[config.mk]
export PLATFORM = sky130hd
export DESIGN_NAME = button_event
export DESIGN_NICKNAME = d
export VERILOG_FILES = /design/src/rtl/button_event.sv
export SDC_FILE = /design/constraint.sdc
export NUM_CORES = 1
export LEC_CHECK = 0
export BUFFER_PORTS_ARGS = -buffer_cell sky130_fd_sc_hd__buf_2
export CAP_MARGIN = 20
export CORE_MARGIN = 2
export CORE_UTILIZATION = 45
export DETAILED_ROUTE_END_ITERATION = 6
export SETUP_SLACK_MARGIN = 0.02
export SLEW_MARGIN = 0
export SYNTH_ARGS = -nofsm -noshare
export SYNTH_HDL_FRONTEND = slang
export SYNTH_SLANG_ARGS = --single-unit
[constraint.sdc]
create_clock -name clk -period 3.3 [get_ports clk]
set_clock_uncertainty 0.1 [all_clocks]
set_input_delay 0.66 -clock clk [delete_from_list [all_inputs] [get_ports clk]]
set_output_delay 0.66 -clock clk [all_outputs]
set_load 0.02 [all_outputs]
[src/rtl/button_event.sv]
// Turns a debounced button level into press/release/short/long/repeat pulses plus a held level.
// Define DOUBLE_CLICK_EN to add the dbl_click port and the post-release double-click window.
// The release and repeat outputs are named release_evt/repeat_evt because release/repeat are language keywords.
module button_event #(
  parameter logic             ACTIVE_LVL = 1'b0,
  parameter int               CNT_W      = 16,
  parameter logic [CNT_W-1:0] LONG_MS    = 16'd1000,
  parameter logic [CNT_W-1:0] REPEAT_MS  = 16'd200,
  parameter logic [CNT_W-1:0] DBL_MS     = 16'd300
) (
  input  logic clk,
  input  logic rst,
  input  logic sig_in,
  input  logic ms_tck,
  output logic press,
  output logic release_evt,
  output logic short_press,
  output logic long_press,
  output logic repeat_evt,
  output logic held
`ifdef DOUBLE_CLICK_EN
  ,
  output logic dbl_click
`endif
);

  typedef enum logic [1:0] {
    IDLE,
    PRESSED,
    LONG
`ifdef DOUBLE_CLICK_EN
    ,
    WAIT2
`endif
  } state_t;

  state_t           state_reg;
  logic             sig_q_reg;
  logic [CNT_W-1:0] ms_cnt_reg;
  logic [CNT_W-1:0] rpt_cnt_reg;
  logic [CNT_W-1:0] ms_cnt_next;
  logic [CNT_W-1:0] rpt_cnt_next;
  logic             rise;
  logic             fall;

  assign rise         = (sig_in == ACTIVE_LVL) && (sig_q_reg != ACTIVE_LVL);
  assign fall         = (sig_in != ACTIVE_LVL) && (sig_q_reg == ACTIVE_LVL);
  assign ms_cnt_next  = ms_cnt_reg + CNT_W'(1);
  assign rpt_cnt_next = rpt_cnt_reg + CNT_W'(1);

`ifdef DOUBLE_CLICK_EN
  logic dbl_flag_reg;
`else
  logic unused_dbl_ms;
  assign unused_dbl_ms = ^DBL_MS;
`endif

  always_ff @(posedge clk or negedge rst) begin
    if (!rst) begin
      state_reg   <= IDLE;
      sig_q_reg   <= ~ACTIVE_LVL;
      ms_cnt_reg  <= '0;
      rpt_cnt_reg <= '0;
      press       <= 1'b0;
      release_evt <= 1'b0;
      short_press <= 1'b0;
      long_press  <= 1'b0;
      repeat_evt  <= 1'b0;
      held        <= 1'b0;
`ifdef DOUBLE_CLICK_EN
      dbl_flag_reg <= 1'b0;
      dbl_click    <= 1'b0;
`endif
    end else begin
      sig_q_reg   <= sig_in;
      press       <= 1'b0;
      release_evt <= 1'b0;
      short_press <= 1'b0;
      long_press  <= 1'b0;
      repeat_evt  <= 1'b0;
`ifdef DOUBLE_CLICK_EN
      dbl_click   <= 1'b0;
`endif
      case (state_reg)
        IDLE: begin
`ifdef DOUBLE_CLICK_EN
          dbl_flag_reg <= 1'b0;
`endif
          if (rise) begin
            press      <= 1'b1;
            held       <= 1'b1;
            ms_cnt_reg <= '0;
            state_reg  <= PRESSED;
          end
        end
        PRESSED: begin
          // A fall on the same edge as the threshold tick is still a short press.
          if (fall) begin
            release_evt <= 1'b1;
            held        <= 1'b0;
`ifdef DOUBLE_CLICK_EN
            if (dbl_flag_reg) begin
              state_reg <= IDLE;
            end else begin
              short_press <= 1'b1;
              ms_cnt_reg  <= '0;
              state_reg   <= WAIT2;
            end
`else
            short_press <= 1'b1;
            state_reg   <= IDLE;
`endif
          end else if (ms_tck) begin
            ms_cnt_reg <= ms_cnt_next;
            if (ms_cnt_next == LONG_MS) begin
              long_press  <= 1'b1;
              rpt_cnt_reg <= '0;
              state_reg   <= LONG;
            end
          end
        end
        LONG: begin
          if (fall) begin
            release_evt <= 1'b1;
            held        <= 1'b0;
            state_reg   <= IDLE;
          end else if (ms_tck) begin
            if (rpt_cnt_next == REPEAT_MS) begin
              repeat_evt  <= 1'b1;
              rpt_cnt_reg <= '0;
            end else begin
              rpt_cnt_reg <= rpt_cnt_next;
            end
          end
        end
`ifdef DOUBLE_CLICK_EN
        WAIT2: begin
          // A second press on the closing tick still counts as a double click.
          if (rise) begin
            press        <= 1'b1;
            dbl_click    <= 1'b1;
            dbl_flag_reg <= 1'b1;
            held         <= 1'b1;
            ms_cnt_reg   <= '0;
            state_reg    <= PRESSED;
          end else if (ms_tck) begin
            ms_cnt_reg <= ms_cnt_next;
            if (ms_cnt_next == DBL_MS) begin
              state_reg <= IDLE;
            end
          end
        end
`endif
        default: begin
          held      <= 1'b0;
          state_reg <= IDLE;
        end
      endcase
    end
  end

endmodule

======== After elaboration in Yosys (flattened, before gate mapping) ========
Index checks and enable logic that the tools add are counted.
word-level totals
  output and inout port bits .............. 6
  word-level logic and storage cells ...... 71
  register bits ........................... 41
  input port bits ......................... 4
operators by class
  bitwise gates (word level) .............. 2
  reduce and logical (&&, ||, !) cells .... 10
  $add $sub $neg .......................... 2
  eq/ne operators ......................... 14
  muxes and demuxes ....................... 33
operators by type and width
  kind                   count
  $mux 16                9
  $pmux 16 s2            2
  $add 16x1->16 const B  2
  $eq 16x10->1 const B   1
  $eq 16x8->1 const B    1
  $mux 1                 15
  $ne 2x2->1 const B     7
  $mux 2                 5
  $reduce_and 4->1       2
  $ne 3x3->1 const B     2
  $pmux 2 s3             1
  $reduce_and 6->1       1
  $reduce_bool 2->1      2
  $eq 2x1->1 const B     1
  $eq 2x2->1 const B     1
  $logic_and 1x1->1      2
  $logic_not 2->1        1
  $ne 2x1->1 const B     1
  $not 1->1              2
  $pmux 1 s2             1
  $reduce_and 2->1       1
  $reduce_or 2->1        1

======== Depth between registers and ports, before layout ========
Gate-level depths: netlist of run 1.
  depth in word-level cells ............... 6
  gate-level depth with buffers ........... 11

======== Worst setup path after synthesis of run 1 ========
OpenSTA, ideal clock, no wires.
  path type ............................... flip-flop to flip-flop
  start ................................... reg ms_cnt_reg[0]
  end ..................................... reg rpt_cnt_reg[11]
  data required time ...................... 3.065 ns
  period minus slack after synthesis ...... 2.699 ns
  stages on the path, launching flop included .. 11
  arrival ................................. 2.464 ns
  path slack .............................. 0.601 ns
  buffers on the path ..................... 2
  cells stage by stage .................... dfrtp_1 > ha_1 > or4b_1 > o31a_1 > a221oi_2 > nand4_1 > o2bb2a_4 > buf_2 > clkbuf_1 > o21ai_0 > o41ai_2
on the way
  cells in the longest elaborated chain, start to end .. 4
ends and longest elaborated chain
  element                     RTL line  RTL
  start: declaration          39        logic [CNT_W-1:0] ms_cnt_reg;
  start signal: assignment    114       ms_cnt_reg <= ms_cnt_next;
  $add 16x1->16               48        assign ms_cnt_next = ms_cnt_reg + CNT_W'(1);
  $eq 16x10->1                115       if (ms_cnt_next == LONG_MS) begin
  $ne 2x2->1 (no line)        --
  $reduce_and 6->1 (no line)  --
  end signal: assignment      132       rpt_cnt_reg <= rpt_cnt_next;
  end: declaration            40        logic [CNT_W-1:0] rpt_cnt_reg;
No other way between the ends.
A chain may end at the register's enable or synchronous reset.

======== Worst setup path after layout of run 1 ========
  start ................................... reg ms_cnt_reg[0]
  end ..................................... reg rpt_cnt_reg[9]
Same word-level chain as after synthesis.

==> results of run 1 <==
## kinds of logic (layout without fill, tap and decap cells)
logic type      after synthesis  after routing
compound gates               78             78
xor+xnor                      5              5
fa+ha+maj                     6              6
buf+inv                      30             32
flops                        41             41
mux                          10             10
simple gates                133            133
## path summary, 6_finish.rpt
check | start | depth (start not counted) | to
setup / recovery | ms_cnt_reg[0]$_DFFE_PN0P_ | 8 | rpt_cnt_reg[9]$_DFFE_PN0P_
max in group asynchronous | rst | 1 | ms_cnt_reg[9]$_DFFE_PN0P_
hold reg to reg | rpt_cnt_reg[15]$_DFFE_PN0P_ | 2 | rpt_cnt_reg[15]$_DFFE_PN0P_
min in group clk | sig_in | 1 | sig_q_reg$_DFF_PN1_
setup reg to reg | ms_cnt_reg[0]$_DFFE_PN0P_ | 8 | rpt_cnt_reg[9]$_DFFE_PN0P_
hold / removal | rst | 1 | rpt_cnt_reg[5]$_DFFE_PN0P_
## final cells by class
class                   instances  share of cell area, %
clock buffers                   7                   3.10
flip-flops and latches         41                   36.9
repair buffers                 12                   2.42
inverters                      12                   1.62
well taps                      72                   3.23
clock inverters                 1                   1.08
multi-input cells             232                   51.7
## repair_timing
action,CTS,global route
endpoints found under the setup margin,0,3
hold endpoints to repair,0,0
gates resized for setup,0,1
hold buffers,0,0
## stage by stage
step	hold WS [ns]	setup WS (ns)	cells	util (%)
2_1_floorplan	0.264	0.601	303	-
3_3_place_gp	0.388	0.310	369	48.2
3_5_place_dp	0.387	0.247	369	48.2
4_1_cts	0.376	0.190	377	50.3
5_1_grt	0.375	0.0655	377	50.3
6_report	0.391	0.287	377	50.3
## layer usage
layer	wire [um]	up-vias	GRT usage, %
met5	0	-	0
met4	126	0	8.14
met3	130	11	4.07
met2	2660	27	31.3
met1	2620	1031	24.0
li1	-	1105	-
## power groups by stage
stage	Clock, mW	Combinational, mW	Sequential [mW]
2_1_floorplan	0	0.217	0.588
3_3_place_gp	0	0.305	0.584
3_5_place_dp	0	0.304	0.586
4_1_cts	0.441	0.306	0.577
5_1_grt	0.461	0.344	0.584
6_report	0.422	0.302	0.577
## cell usage in the layout (no fill, tap or decap), drive strengths merged, types with 5 or more instances in the layout
cell    instances
a21oi          16
and2            6
and4            5
buf            12
clkbuf          7
dfrtp          40
ha              6
inv            12
mux2i           9
nand2          29
nand2b          9
nand3          22
nand4          12
nor2           26
nor3            6
o21ai          26
o31ai          10
o41ai           7
## synthesized netlist by cell type, types with 2 or more instances
| master | instances |
|---|---|
| dfrtp_1 | 40 |
| nand2_1 | 29 |
| nor2_1 | 26 |
| o21ai_0 | 25 |
| nand3_1 | 22 |
| a21oi_1 | 16 |
| clkbuf_1 | 12 |
| inv_1 | 12 |
| nand4_1 | 12 |
| o31ai_1 | 10 |
| mux2i_1 | 9 |
| nand2b_1 | 9 |
| and2_1 | 6 |
| ha_1 | 6 |
| nor3_1 | 6 |
| and4_1 | 5 |
| a31oi_1 | 4 |
| buf_2 | 4 |
| nor4_1 | 4 |
| o41ai_1 | 4 |
| xnor2_1 | 4 |
| o41ai_2 | 3 |
| or2_2 | 3 |
| a221o_1 | 2 |
| a2bb2oi_1 | 2 |
| and3_1 | 2 |
| buf_6 | 2 |
| nor3b_1 | 2 |
| o22ai_1 | 2 |
| or3_1 | 2 |
==> impl_metrics.ini, run 1 <==
[placement]
routabilityCongestion = 0.826
port_buffers = 9
dp_hpwl_um = 3890
place_area_sq_mm = 0.00267

[power]
p_leak_nw = 1.11
ir_drop_uv = 265
switching_power_uw = 413
power.total_mw = 1.30
p_comb_share_pct = 23.2
p_sw_share_pct = 31.8
intPower_uw = 887
clockPowerShare_pct = 32.5
pwr-share-seq_pct = 44.4
powerDensity_mw_per_mm2 = 467

[die]
start_util_pct = 46.9
design.core.area_sq_mm = 0.00554
die_x_um = 80.0
die_y_um = 80.0
rows = 27
dieArea_sq_mm = 0.00640
pin_count = 10

[critical_path]
path_class = reg2reg
crit_path_max_incr_delay_ns = 0.47
crit_arrival_ns = 3.11
cp.required_ns = 3.40
crit_fanout = 20
endpoint_kind = flop
start_kind = flop
critical_path.top_delay_family = compound AO/OA/AOI/OAI gates
worst-path-buf-inv = 0
r2r_slack_ns = 0.29
crit_path_top_delay_cell = or4b_1
crit_path_cell_trace = ha_1, or4b_1, o31a_1, a221oi_2, nand4_1, o2bb2a_4, or2_1, o41ai_2

[clock_network]
cts_sinks = 41
numCtsBuffers = 5
clock_path_buffers = 2
clk_latency_ns = 0.30
cts_tree = built
cts-root-buf = clkbuf_8
h-tree-depth = 2
post_cts_buffers = 0
clk_pin_slew_ns = 0.08

[routing]
drtIter0Drc = 134
dr.pass1.iters = 4
wire_per_inst_um = 14.7
drc_errors = 0
vias = 2174
viasPerCell = 5.77
drt.antenna.violating_nets = 0
routed_wirelength_um = 5540

[synthesis]
syn-instance-count = 303
seq_area_frac_synth_pct = 39.5
synth-simple-area-share_pct = 26.2
synth_compound_area_share_pct = 20.7
synth-edff-count = 0
yosysWarnings = 0
synth_top_area_cell = dfrtp_1
synth_cell_type_count = 48
ys_ff_latch = 41
muxShareOfSynthArea_pct = 3.90
syn_nets = 313
yosys.area_share.adder_pct = 2.89
synth_top_family_by_area = simple AND/OR/NAND/NOR gates
synth_xor_area_share_pct = 1.68
synth_area_leaders = dfrtp_1 (38%), o21ai_0 (4.8%), nand3_1 (4.2%), nand2_1 (4.2%), nor2_1 (3.8%)
syn_area_sq_mm = 0.00260
synthArstFlopShare_pct = 100
yosys.area.top_type_share_pct = 38.5
dominantRegCellSynth = dfrtp_1
postSynthAreaPerCell_sq_um = 8.58

[grt]
antenna_found_initial = 0
grt_pass1_wl_um = 9600
grt_max_degree = 42
grt_pass1_vias = 2043
grt_usage_pct = 19.0
overflow = 0

[cells_and_area]
diodes = 0
finalInstanceArea_sq_mm = 0.00279
synthToLayoutAreaGrowth_pct = 7.17
layout.nets = 314
fill_cells = 545
multi_input_area_sq_mm = 0.00144
register_area_sq_mm = 0.00103
layout-drive-gt1-share_pct = 9.51

[status]
status = finished, final reports clean

[timing]
fmax_ghz = 0.332
rsz0062_at_grt = false
fin_crit_sh_pct = 91.3
worst_pin_slew_ns = 0.917
hold_viol_final = 0
setup_viol = 0
maxSlewViolCount = 0
tns_ns = 0
period_needed_ns = 3.01
maxSlewHeadroom_pct = 38.8

[job]
cap_violations = 0

[worst_hold_path]
min_path_type = in2async
No activity file was read; power rests on OpenSTA's default activity.
==> run 2, diff against run 1 <==
--- a/config.mk
+++ b/config.mk
@@ -8,8 +8,9 @@
 export BUFFER_PORTS_ARGS = -buffer_cell sky130_fd_sc_hd__buf_2
 export CAP_MARGIN = 20
 export CORE_MARGIN = 2
-export CORE_UTILIZATION = 45
+export CORE_UTILIZATION = 60
 export DETAILED_ROUTE_END_ITERATION = 6
+export PLACE_DENSITY = 0.78
 export SETUP_SLACK_MARGIN = 0.02
 export SLEW_MARGIN = 0
 export SYNTH_ARGS = -nofsm -noshare
==> run 2 against run 1 <==
Compared with the run above: combinational power increased by 3%; sequential share of layout area up 0.37 points; via count rose by 1.6%; highest routed layer unchanged.
==> impl_metrics.ini, run 2 (synthesis gave the netlist of run 1 again) <==
[status]
status = finished, final reports clean

[routing]
routed_wirelength_um = 5380
drc_errors = 0
drtIter0Drc = 162
wire_per_inst_um = 15.1
viasPerCell = 6.22
drt.antenna.violating_nets = 0
vias = 2209
dr.pass1.iters = 5

[grt]
grt_max_degree = 42
antenna_found_initial = 0
grt_pass1_wl_um = 9290
grt_usage_pct = 23.4
overflow = 0
grt_pass1_vias = 1905

[timing]
maxSlewViolCount = 0
hold_viol_final = 0
rsz0062_at_grt = false
worst_pin_slew_ns = 0.888
fmax_ghz = 0.324
period_needed_ns = 3.09
maxSlewHeadroom_pct = 40.8
setup_viol = 0
tns_ns = 0
fin_crit_sh_pct = 93.5

[cells_and_area]
finalInstanceArea_sq_mm = 0.00276
mostFrequentLayoutCells = dfrtp_1 (40), nand2_1 (29), nor2_1 (26)
synthToLayoutAreaGrowth_pct = 6.11
layout.nets = 314
multi_input_area_sq_mm = 0.00144
layout-drive-gt1-share_pct = 9.51
layout_commonest_cell = dfrtp_1
fin_cells = 355
fill_cells = 342
diodes = 0
register_area_sq_mm = 0.00103

[critical_path]
endpoint_kind = flop
path_class = reg2reg
cp.required_ns = 3.39
cp-startpoint = ms_cnt_reg[0]$_DFFE_PN0P_
crit-reg2reg-launch = ms_cnt_reg[0]$_DFFE_PN0P_
rr_endpoint = rpt_cnt_reg[9]$_DFFE_PN0P_
crit_fanout = 20
r2r_slack_ns = 0.21
crit_path_cell_trace = ha_1, or4b_1, o31a_1, a221oi_2, nand4_1, o2bb2a_4, or2_0, o41ai_2
crit_end = rpt_cnt_reg[9]$_DFFE_PN0P_
crit_arrival_ns = 3.18
start_kind = flop
crit_path_top_delay_cell = dfrtp_1
r2r_cells = 8
crit_path_max_incr_delay_ns = 0.46

[power]
powerDensity_mw_per_mm2 = 474
p_leak_nw = 1.11
ir_drop_uv = 382

[placement]
routabilityCongestion = 0.931
place_area_sq_mm = 0.00264
post-place-cells = 347
port_buffers = 9
dp_hpwl_um = 3890

[die]
rows = 23
pin_count = 10
start_util_pct = 63.6
die_x_um = 69.8
design.core.area_sq_mm = 0.00409
dieArea_sq_mm = 0.00488
die_y_um = 69.8

[clock_network]
clock_path_buffers = 2
cts_tree = built
postCtsHoldBufs = 0
cts_resized = 0
clk_pin_slew_ns = 0.08
post_cts_buffers = 0
clk_latency_ns = 0.29
cts_sinks = 41
h-tree-depth = 2
numCtsBuffers = 5
cts-root-buf = clkbuf_8

[worst_hold_path]
min_path_type = in2async

[job]
cap_violations = 0
[run 2: cell counts in the layout (fill, tap and decap cells not counted)]
Identical to the previous run, type by type.
[run 2: worst max-delay path, delay by kind of cell (launching register included)]
family,cells,cell delay (ns)
AND/OR/NAND/NOR,3,1.08
AO/OA/AOI/OAI,4,1.09
adder cells (fa/ha/maj),1,0.25
flip-flops,1,0.46
[run 2: routing by layer]
layer | global-route usage (%) | routed length, um | up-vias
met5 | 0 | 0 | -
met4 | 5.77 | 36 | 0
met3 | 3.49 | 270 | 4
met2 | 31.2 | 2260 | 56
met1 | 39.1 | 2810 | 1036
li1 | - | - | 1113
[run 2: final cells by class]
class                           count  share of cell area [%]
Inverter                           12                    1.63
Multi-Input combinational cell    232                    52.2
Tap cell                           50                    2.27
Sequential cell                    41                    37.2
Timing Repair Buffer               12                    2.45
Clock buffer                        7                    3.13
Clock inverter                      1                    1.09
[run 2: worst min-delay path by stage]
stage	startpoint	to	slack, ns
2_1_floorplan	rst	held$_DFFE_PN0P_	0.26
3_3_place_gp	rpt_cnt_reg[15]$_DFFE_PN0P_	rpt_cnt_reg[15]$_DFFE_PN0P_	0.38
3_5_place_dp	held$_DFFE_PN0P_	held$_DFFE_PN0P_	0.42
4_1_cts	sig_in	sig_q_reg$_DFF_PN1_	0.39
5_1_grt	sig_in	sig_q_reg$_DFF_PN1_	0.40
6_report	rst	ms_cnt_reg[4]$_DFFE_PN0P_	0.39
[run 2: where the power goes]
part	internal, mW	switching, mW	leakage (nW)	total, mW
combinational	0.109	0.202	0.492	0.311
clock	0.247	0.171	0.0585	0.418
sequential	0.540	0.0385	0.557	0.578
total	0.895	0.412	1.11	1.31
[run 2: metrics by stage]
stage	power (mW)	utilization (%)	worst slack, ns	hold slack [ns]
after detailed placement	0.898	64.7	0.270	0.416
after global placement	0.890	64.7	0.324	0.382
after CTS	1.31	67.5	0.248	0.388
after global routing	1.38	67.5	0.0303	0.396
final	1.31	67.5	0.214	0.389
after floorplan	0.804	-	0.601	0.264
